**src/rtl/dcache_2way_if.sv**
```systemverilog
// dcache_2way_if: bus bundle between the processor datapath, the data cache
// and main memory.
//   cpu side : cpu_req, cpu_we, fADDR, cpu_wdata (to cache)
//              cpu_rdata, cpu_ready, cpu_hit     (from cache)
//   mem side : mem_req, mem_we, mem_addr, mem_wdata (from cache)
//              mem_rdata, mem_ack                   (to cache)
// Modports: slave  = the cache's view
//           master = the environment's view (processor + memory)
interface dcache_2way_if #(
    parameter int DATA_W = 16,
    parameter int ADDR_W = 6
);
    logic              cpu_req;
    logic              cpu_we;
    logic [ADDR_W-1:0] fADDR;
    logic [DATA_W-1:0] cpu_wdata;
    logic [DATA_W-1:0] cpu_rdata;
    logic              cpu_ready;
    logic              cpu_hit;
    logic              mem_req;
    logic              mem_we;
    logic [ADDR_W-1:0] mem_addr;
    logic [DATA_W-1:0] mem_wdata;
    logic [DATA_W-1:0] mem_rdata;
    logic              mem_ack;

    modport slave (
        input  cpu_req, cpu_we, fADDR, cpu_wdata, mem_rdata, mem_ack,
        output cpu_rdata, cpu_ready, cpu_hit, mem_req, mem_we, mem_addr, mem_wdata
    );

    modport master (
        output cpu_req, cpu_we, fADDR, cpu_wdata, mem_rdata, mem_ack,
        input  cpu_rdata, cpu_ready, cpu_hit, mem_req, mem_we, mem_addr, mem_wdata
    );
endinterface

```
**src/rtl/dcache_2way.sv**
```systemverilog
// dcache_2way: 2-way set-associative data cache, 4 sets, one word per line,
// write-back / write-allocate, 1-bit LRU per set.
// Ports:
//   clock - single rising-edge clock
//   reset - asynchronous, active-high; clears V/D/LRU bits, outputs and FSM
//           (tag and data arrays keep their contents)
//   bus   - dcache_2way_if.slave: cpu request/response and memory req/ack
// Flow: IDLE latches the request, COMPARE looks up both ways. A miss picks a
// victim, optionally writes it back (WRITEBACK), fetches the line
// (ALLOCATE) and returns to COMPARE, which then always hits and performs
// the access. DONE pulses cpu_ready for one cycle.
module dcache_2way #(
    parameter int DATA_W = 16,
    parameter int ADDR_W = 6,
    parameter int IDX_W  = 2
) (
    input  logic clock,
    input  logic reset,
    dcache_2way_if.slave bus
);
    localparam int TAG_W = ADDR_W - IDX_W;
    localparam int SETS  = 1 << IDX_W;

    typedef enum logic [2:0] {
        IDLE,
        COMPARE,
        WRITEBACK,
        ALLOCATE,
        DONE
    } state_t;

    state_t state_reg, state_next;

    // latched request
    logic [ADDR_W-1:0] addr_reg, addr_next;
    logic              we_reg, we_next;
    logic [DATA_W-1:0] wdata_reg, wdata_next;
    logic              miss_reg, miss_next;
    logic              victim_reg, victim_next;

    // registered outputs
    logic [DATA_W-1:0] rdata_reg, rdata_next;
    logic              hit_out_reg, hit_out_next;
    logic              mem_req_reg, mem_req_next;
    logic              mem_we_reg, mem_we_next;
    logic [ADDR_W-1:0] mem_addr_reg, mem_addr_next;
    logic [DATA_W-1:0] mem_wdata_reg, mem_wdata_next;

    // line state bits, indexed [way][set]
    logic [1:0][SETS-1:0] valid_reg, valid_next;
    logic [1:0][SETS-1:0] dirty_reg, dirty_next;
    // lru_reg[set] names the way to evict next
    logic [SETS-1:0]      lru_reg, lru_next;

    logic [IDX_W-1:0] idx;
    logic [TAG_W-1:0] tag;
    assign idx = addr_reg[IDX_W-1:0];
    assign tag = addr_reg[ADDR_W-1:IDX_W];

    logic [TAG_W-1:0]  way_tag  [2];
    logic [DATA_W-1:0] way_data [2];
    logic [1:0]        way_hit;
    logic [1:0]        tag_we;
    logic [1:0]        data_we;
    logic [DATA_W-1:0] data_in;

    genvar gi;
    generate
        for (gi = 0; gi < 2; gi++) begin : g_way
            logic [TAG_W-1:0]  tag_arr  [SETS];
            logic [DATA_W-1:0] data_arr [SETS];

            // Arrays are never reset; only the V bit says whether they matter.
            always_ff @(posedge clock) begin
                if (tag_we[gi]) begin
                    tag_arr[idx] <= tag;
                end
                if (data_we[gi]) begin
                    data_arr[idx] <= data_in;
                end
            end

            assign way_tag[gi]  = tag_arr[idx];
            assign way_data[gi] = data_arr[idx];
            assign way_hit[gi]  = valid_reg[gi][idx] && (way_tag[gi] == tag);
        end
    endgenerate

    logic hit_way;
    logic victim_sel;
    assign hit_way = way_hit[1];
    // Fill invalid ways first (way0 before way1), otherwise evict the LRU way.
    assign victim_sel = !valid_reg[0][idx] ? 1'b0 :
                        (!valid_reg[1][idx] ? 1'b1 : lru_reg[idx]);

    always_ff @(posedge clock or posedge reset) begin
        if (reset) begin
            state_reg     <= IDLE;
            addr_reg      <= '0;
            we_reg        <= 1'b0;
            wdata_reg     <= '0;
            miss_reg      <= 1'b0;
            victim_reg    <= 1'b0;
            rdata_reg     <= '0;
            hit_out_reg   <= 1'b0;
            mem_req_reg   <= 1'b0;
            mem_we_reg    <= 1'b0;
            mem_addr_reg  <= '0;
            mem_wdata_reg <= '0;
            valid_reg     <= '0;
            dirty_reg     <= '0;
            lru_reg       <= '0;
        end else begin
            state_reg     <= state_next;
            addr_reg      <= addr_next;
            we_reg        <= we_next;
            wdata_reg     <= wdata_next;
            miss_reg      <= miss_next;
            victim_reg    <= victim_next;
            rdata_reg     <= rdata_next;
            hit_out_reg   <= hit_out_next;
            mem_req_reg   <= mem_req_next;
            mem_we_reg    <= mem_we_next;
            mem_addr_reg  <= mem_addr_next;
            mem_wdata_reg <= mem_wdata_next;
            valid_reg     <= valid_next;
            dirty_reg     <= dirty_next;
            lru_reg       <= lru_next;
        end
    end

    always_comb begin
        state_next     = state_reg;
        addr_next      = addr_reg;
        we_next        = we_reg;
        wdata_next     = wdata_reg;
        miss_next      = miss_reg;
        victim_next    = victim_reg;
        rdata_next     = rdata_reg;
        hit_out_next   = hit_out_reg;
        mem_req_next   = mem_req_reg;
        mem_we_next    = mem_we_reg;
        mem_addr_next  = mem_addr_reg;
        mem_wdata_next = mem_wdata_reg;
        valid_next     = valid_reg;
        dirty_next     = dirty_reg;
        lru_next       = lru_reg;
        tag_we         = 2'b00;
        data_we        = 2'b00;
        data_in        = wdata_reg;

        case (state_reg)
            IDLE: begin
                if (bus.cpu_req) begin
                    addr_next  = bus.fADDR;
                    we_next    = bus.cpu_we;
                    wdata_next = bus.cpu_wdata;
                    miss_next  = 1'b0;
                    state_next = COMPARE;
                end
            end

            COMPARE: begin
                if (|way_hit) begin
                    if (we_reg) begin
                        data_we[hit_way]         = 1'b1;
                        data_in                  = wdata_reg;
                        dirty_next[hit_way][idx] = 1'b1;
                    end else begin
                        rdata_next = way_data[hit_way];
                    end
                    lru_next[idx] = ~hit_way;
                    hit_out_next  = ~miss_reg;
                    state_next    = DONE;
                end else begin
                    miss_next    = 1'b1;
                    victim_next  = victim_sel;
                    mem_req_next = 1'b1;
                    if (valid_reg[victim_sel][idx] && dirty_reg[victim_sel][idx]) begin
                        mem_addr_next  = {way_tag[victim_sel], idx};
                        mem_wdata_next = way_data[victim_sel];
                        mem_we_next    = 1'b1;
                        state_next     = WRITEBACK;
                    end else begin
                        mem_addr_next = addr_reg;
                        mem_we_next   = 1'b0;
                        state_next    = ALLOCATE;
                    end
                end
            end

            WRITEBACK: begin
                if (mem_req_reg && bus.mem_ack) begin
                    dirty_next[victim_reg][idx] = 1'b0;
                    // The fetch is a separate transaction: mem_req drops for
                    // one cycle and ALLOCATE re-raises it with the new address.
                    mem_req_next  = 1'b0;
                    mem_addr_next = addr_reg;
                    mem_we_next   = 1'b0;
                    state_next    = ALLOCATE;
                end
            end

            ALLOCATE: begin
                if (!mem_req_reg) begin
                    mem_req_next = 1'b1;
                end else if (bus.mem_ack) begin
                    data_we[victim_reg]         = 1'b1;
                    tag_we[victim_reg]          = 1'b1;
                    data_in                     = bus.mem_rdata;
                    valid_next[victim_reg][idx] = 1'b1;
                    dirty_next[victim_reg][idx] = 1'b0;
                    mem_req_next                = 1'b0;
                    state_next                  = COMPARE;
                end
            end

            DONE: begin
                state_next = IDLE;
            end

            default: begin
                state_next = IDLE;
            end
        endcase
    end

    assign bus.cpu_rdata = rdata_reg;
    assign bus.cpu_ready = (state_reg == DONE);
    assign bus.cpu_hit   = hit_out_reg;
    assign bus.mem_req   = mem_req_reg;
    assign bus.mem_we    = mem_we_reg;
    assign bus.mem_addr  = mem_addr_reg;
    assign bus.mem_wdata = mem_wdata_reg;
endmodule

```
**src/flat_wrapper.sv**
```systemverilog
// flat-port wrapper written by rule: the top's interface ports become plain ports
module dcache_2way_flat 
#(
    parameter int DATA_W = 16,
    parameter int ADDR_W = 6,
    parameter int IDX_W  = 2
)
  (clock, reset, bus_cpu_req, bus_cpu_we, bus_fADDR, bus_cpu_wdata, bus_mem_rdata, bus_mem_ack, bus_cpu_rdata, bus_cpu_ready, bus_cpu_hit, bus_mem_req, bus_mem_we, bus_mem_addr, bus_mem_wdata);
  dcache_2way_if #(.DATA_W(DATA_W), .ADDR_W(ADDR_W)) bus_i ();
  input  logic clock;
  input  logic reset;
  input wire logic [$bits(bus_i.cpu_req)-1:0] bus_cpu_req;
  input wire logic [$bits(bus_i.cpu_we)-1:0] bus_cpu_we;
  input wire logic [$bits(bus_i.fADDR)-1:0] bus_fADDR;
  input wire logic [$bits(bus_i.cpu_wdata)-1:0] bus_cpu_wdata;
  input wire logic [$bits(bus_i.mem_rdata)-1:0] bus_mem_rdata;
  input wire logic [$bits(bus_i.mem_ack)-1:0] bus_mem_ack;
  output wire logic [$bits(bus_i.cpu_rdata)-1:0] bus_cpu_rdata;
  output wire logic [$bits(bus_i.cpu_ready)-1:0] bus_cpu_ready;
  output wire logic [$bits(bus_i.cpu_hit)-1:0] bus_cpu_hit;
  output wire logic [$bits(bus_i.mem_req)-1:0] bus_mem_req;
  output wire logic [$bits(bus_i.mem_we)-1:0] bus_mem_we;
  output wire logic [$bits(bus_i.mem_addr)-1:0] bus_mem_addr;
  output wire logic [$bits(bus_i.mem_wdata)-1:0] bus_mem_wdata;
  assign bus_i.cpu_req = bus_cpu_req;
  assign bus_i.cpu_we = bus_cpu_we;
  assign bus_i.fADDR = bus_fADDR;
  assign bus_i.cpu_wdata = bus_cpu_wdata;
  assign bus_i.mem_rdata = bus_mem_rdata;
  assign bus_i.mem_ack = bus_mem_ack;
  assign bus_cpu_rdata = bus_i.cpu_rdata;
  assign bus_cpu_ready = bus_i.cpu_ready;
  assign bus_cpu_hit = bus_i.cpu_hit;
  assign bus_mem_req = bus_i.mem_req;
  assign bus_mem_we = bus_i.mem_we;
  assign bus_mem_addr = bus_i.mem_addr;
  assign bus_mem_wdata = bus_i.mem_wdata;
  dcache_2way #(.DATA_W(DATA_W), .ADDR_W(ADDR_W), .IDX_W(IDX_W)) u_core (.clock(clock), .reset(reset), .bus(bus_i));
endmodule
```
**config.mk**
```make
export PLATFORM = sky130hd
export DESIGN_NAME = dcache_2way_flat
export DESIGN_NICKNAME = d
export VERILOG_FILES = /design/src/rtl/dcache_2way_if.sv /design/src/rtl/dcache_2way.sv /design/src/flat_wrapper.sv
export SDC_FILE = /design/constraint.sdc
export NUM_CORES = 1
export LEC_CHECK = 0
export CAP_MARGIN = 20
export CORE_ASPECT_RATIO = 1.25
export CORE_MARGIN = 2
export CORE_UTILIZATION = 52
export CTS_BUF_LIST = sky130_fd_sc_hd__clkbuf_8 sky130_fd_sc_hd__clkbuf_16
export CTS_CLUSTER_SIZE = 40
export DETAILED_ROUTE_END_ITERATION = 8
export GPL_TIMING_DRIVEN = 0
export PLACE_DENSITY_LB_ADDON = 0.08
export SYNTH_ARGS = -nofsm -noshare
export SYNTH_HDL_FRONTEND = slang
export SYNTH_SLANG_ARGS = --single-unit
```
**constraint.sdc**
```tcl
create_clock -name clock -period 3.08 [get_ports clock]
set_input_delay 0.924 -clock clock [delete_from_list [all_inputs] [get_ports clock]]
set_output_delay 0.924 -clock clock [all_outputs]
set_load 0.02 [all_outputs]
```
==> run metrics <==
Routed wire per std cell=23.4 um; WHS Endpoint=u_core.bus.mem_addr[0]; Critical Path Most Common Cell=buf_6; status=finished clean; Post-synth EDFFs=160; Syn-to-layout area delta=24.1%; Syn Area/Cell=around 17 um^2; Max Cap Violations=0; Placer Congestion=around 0.87; global router's overall resource usage=a little under a quarter; FILL cells=1,383; hold slack=approximately 0.47 ns; Synth Net Count=~640; library cells used by synthesis=45; critical path's largest stage delay=between 0.5 and 0.6 ns; clock root buffer master=clkbuf_16; share of cells above drive strength 1=30.8%; Crit path max-delay family=multiplexers; Routed Antenna Nets=0; RR Endpoint=u_core.bus.mem_wdata[9]; largest net degree at the start of global routing=39; io pins=between 80 and 90; Most flops, register=u_core.g_way.data_arr; Detailed Routing Iterations Pass 1=5; CP bufs+invs=3; crit-path cells=buf_6 > buf_6 > mux4_2 > xor2_1 > or3_4 > a31o_4 > nand3_4 > buf_4 > mux2_2; CP max stage cell=mux4_2; first-pass GRT wire length=~37 mm; largest registers=u_core.g_way.data_arr x128, u_core.g_way.tag_arr x32; Max H-tree Level=1; Starting Density=roughly 53%; final WL=23.9 mm; final setup violation count=0; vias in the first global route=between 6,000 and 7,000; critical path type=flop to flop; CTS Buf Count=26; P_leak=between 4 and 5 nW; commonest cells after routing, fill and taps aside=edfxtp_1, dfrtp_1, clkdlybuf4s50_1; n_diodes=0; critical path arrival=about 3.4 ns; Final HPWL DP=approximately 16 mm; yosys warns=0; Pwr Density=between 1000 and 1500 mW/mm^2; flop2flop setup slack=between 0.09 and 0.1 ns; post-synthesis cell area=around 0.010 mm^2; Die Ht=161 um; later-pin clock latency in the skew report=between 0.5 and 0.6 ns; row count=between 50 and 60; RR Startpoint=u_core.addr_reg[0]; post-synthesis register bit count=between 200 and 250; Port Buffers=84; worst endpoint required time=3.48 ns; Crit. End Element=flop; Main synth FF type=edfxtp_1; commonest non-fill, non-tap cell in the layout=edfxtp_1; DR iter-0 viols=between 400 and 500; worst vdd rail ir drop=between 0.0005 and 0.0006 V; fin. max-slew vios=0; Post-Synthesis Cells=601; number of flip-flops in the largest register=~130; hold_sp=u_core.bus.mem_addr[0]; Max clock buf depth=3; detailed-route via count=around 6,000; Clock Pin Slew Worst Setup and Hold Paths=around 0.060 ns; Post-Layout Cell Count=1,021; post-layout min period=around 3 ns; fmax=approximately 330 MHz; area of the core=0.0194 mm^2; antenna violations before repair=0; CTS tree=done; relative slew slack=41.6%; Post-synth ARST share=between 30% and 40%; Post-route DRC=0; CTS sink count=249; cells on worst reg2reg path=9; Clock Skew=around 0.014 ns; nets@finish=779; crit path max fanout=10; Hold Path Depth=2; min-delay worst type=flop to flop; Cell Count Post-Placement=960; CP startpoint=u_core.addr_reg[0]; DIE WIDTH=roughly 130 um; die footprint=0.0209 mm^2; Final period util=97.0%; RSZ-0062 raised after global routing=no; Worst-Margin Slew=0.874 ns; Startpoint Class=flop; Hold Fails Final Rpt=0; sequential share of the synthesized area=between 60 and 70%; gr ovfl total=0; Via density=about 5.8
==> cell families (layout without fill, tap and decap cells) <==
group	Yosys count	after routing	synth area share, %
DFF	249	249	68.3
muxes	140	140	20.1
and+or+nand+nor	98	98	4.69
AOI/OAI and AO/OA	71	71	4.37
buffers and inverters	35	190	1.78
xor gates and xnor gates	8	8	0.681
==> tightest hold or removal path: stages (launching register included) <==
cell	delay [ns]
dfrtp_1	0.34
nand2_1	0.05
nand2_1	0.04
==> repair_timing <==
action	4_1_cts	5_1_grt
hold buffers	0	0
resized for setup	12	11
buffers inserted	11	2
setup endpoints to repair	147	131
pin swaps	9	2
==> Yosys cell counts, types with 4 or more instances <==
cell | instances | area, um^2
edfxtp_1 | 160 | 4800
dfrtp_1 | 89 | 2230
mux2_2 | 71 | 800
nor2_1 | 44 | 165
mux4_2 | 43 | 968
a21oi_1 | 32 | 160
nand2_1 | 21 | 78.8
mux2i_1 | 17 | 170
o21ai_0 | 17 | 85.1
clkbuf_1 | 13 | 48.8
or2_2 | 10 | 62.6
mux2_4 | 9 | 135
buf_2 | 7 | 35.0
xnor2_1 | 7 | 61.3
inv_1 | 6 | 22.5
nand2b_1 | 4 | 25.0
nand3_1 | 4 | 20.0
o22a_1 | 4 | 35.0
o32a_1 | 4 | 40.0
==> area by class of cell <==
cell class	instances	area [um^2]	share of cell area [%]
clock inverter	20	173	1.35
tap	265	332	2.60
clock buffer	28	689	5.40
buffer	28	174	1.36
timing repair buffer	107	1150	9.01
inverter	7	30.0	0.235
multi-input combinational	317	3190	25.0
sequential	249	7030	55.1
==> worst max path at each step <==
stage | slack, ns | depth (start not counted) | to
finish | 0.09 | 9 | u_core.bus.mem_wdata[9]
global route | 0.006 | 9 | u_core.bus.mem_wdata[12]
CTS | 0.01 | 11 | u_core.bus.cpu_rdata[14]
detailed placement | -0.50 | 6 | u_core.g_way[1].data_arr[1][10]
global placement | -1.32 | 5 | u_core.g_way[1].data_arr[3][10]
floorplan | -0.12 | 9 | u_core.g_way[0].data_arr[0][0]
==> per-stage QoR <==
stage	setup TNS, ns	total power, W	util [%]	setup slack, ns	instance area, um^2
3_3_place_gp	-213.76	0.0107	59.1	-1.32	11500
3_5_place_dp	-87.75	0.0109	60.2	-0.503	11700
5_1_grt	0	0.0148	65.8	0.00632	12800
6_report	0	0.0141	65.8	0.0909	12800
4_1_cts	0	0.0142	65.6	0.0102	12700
2_1_floorplan	-7.77	0.00903	-	-0.121	10300
==> where the power goes <==
part           leakage, nW  switching, W  internal [W]
registers             2.53      0.000505       0.00468
logic                 1.77       0.00311       0.00271
clock network        0.426       0.00127       0.00186
total                 4.73       0.00488       0.00925
==> routing by layer <==
metal / vias to the layer above / GRT usage [%] / routed length, um
li1: 2587 / - / -
met4: 0 / 7.92 / 755
met1: 3034 / 30.8 / 9240
met3: 54 / 2.72 / 1280
met2: 203 / 42.3 / 12600
met5: - / 0 / 0
No activity file was read; power rests on OpenSTA's default activity.
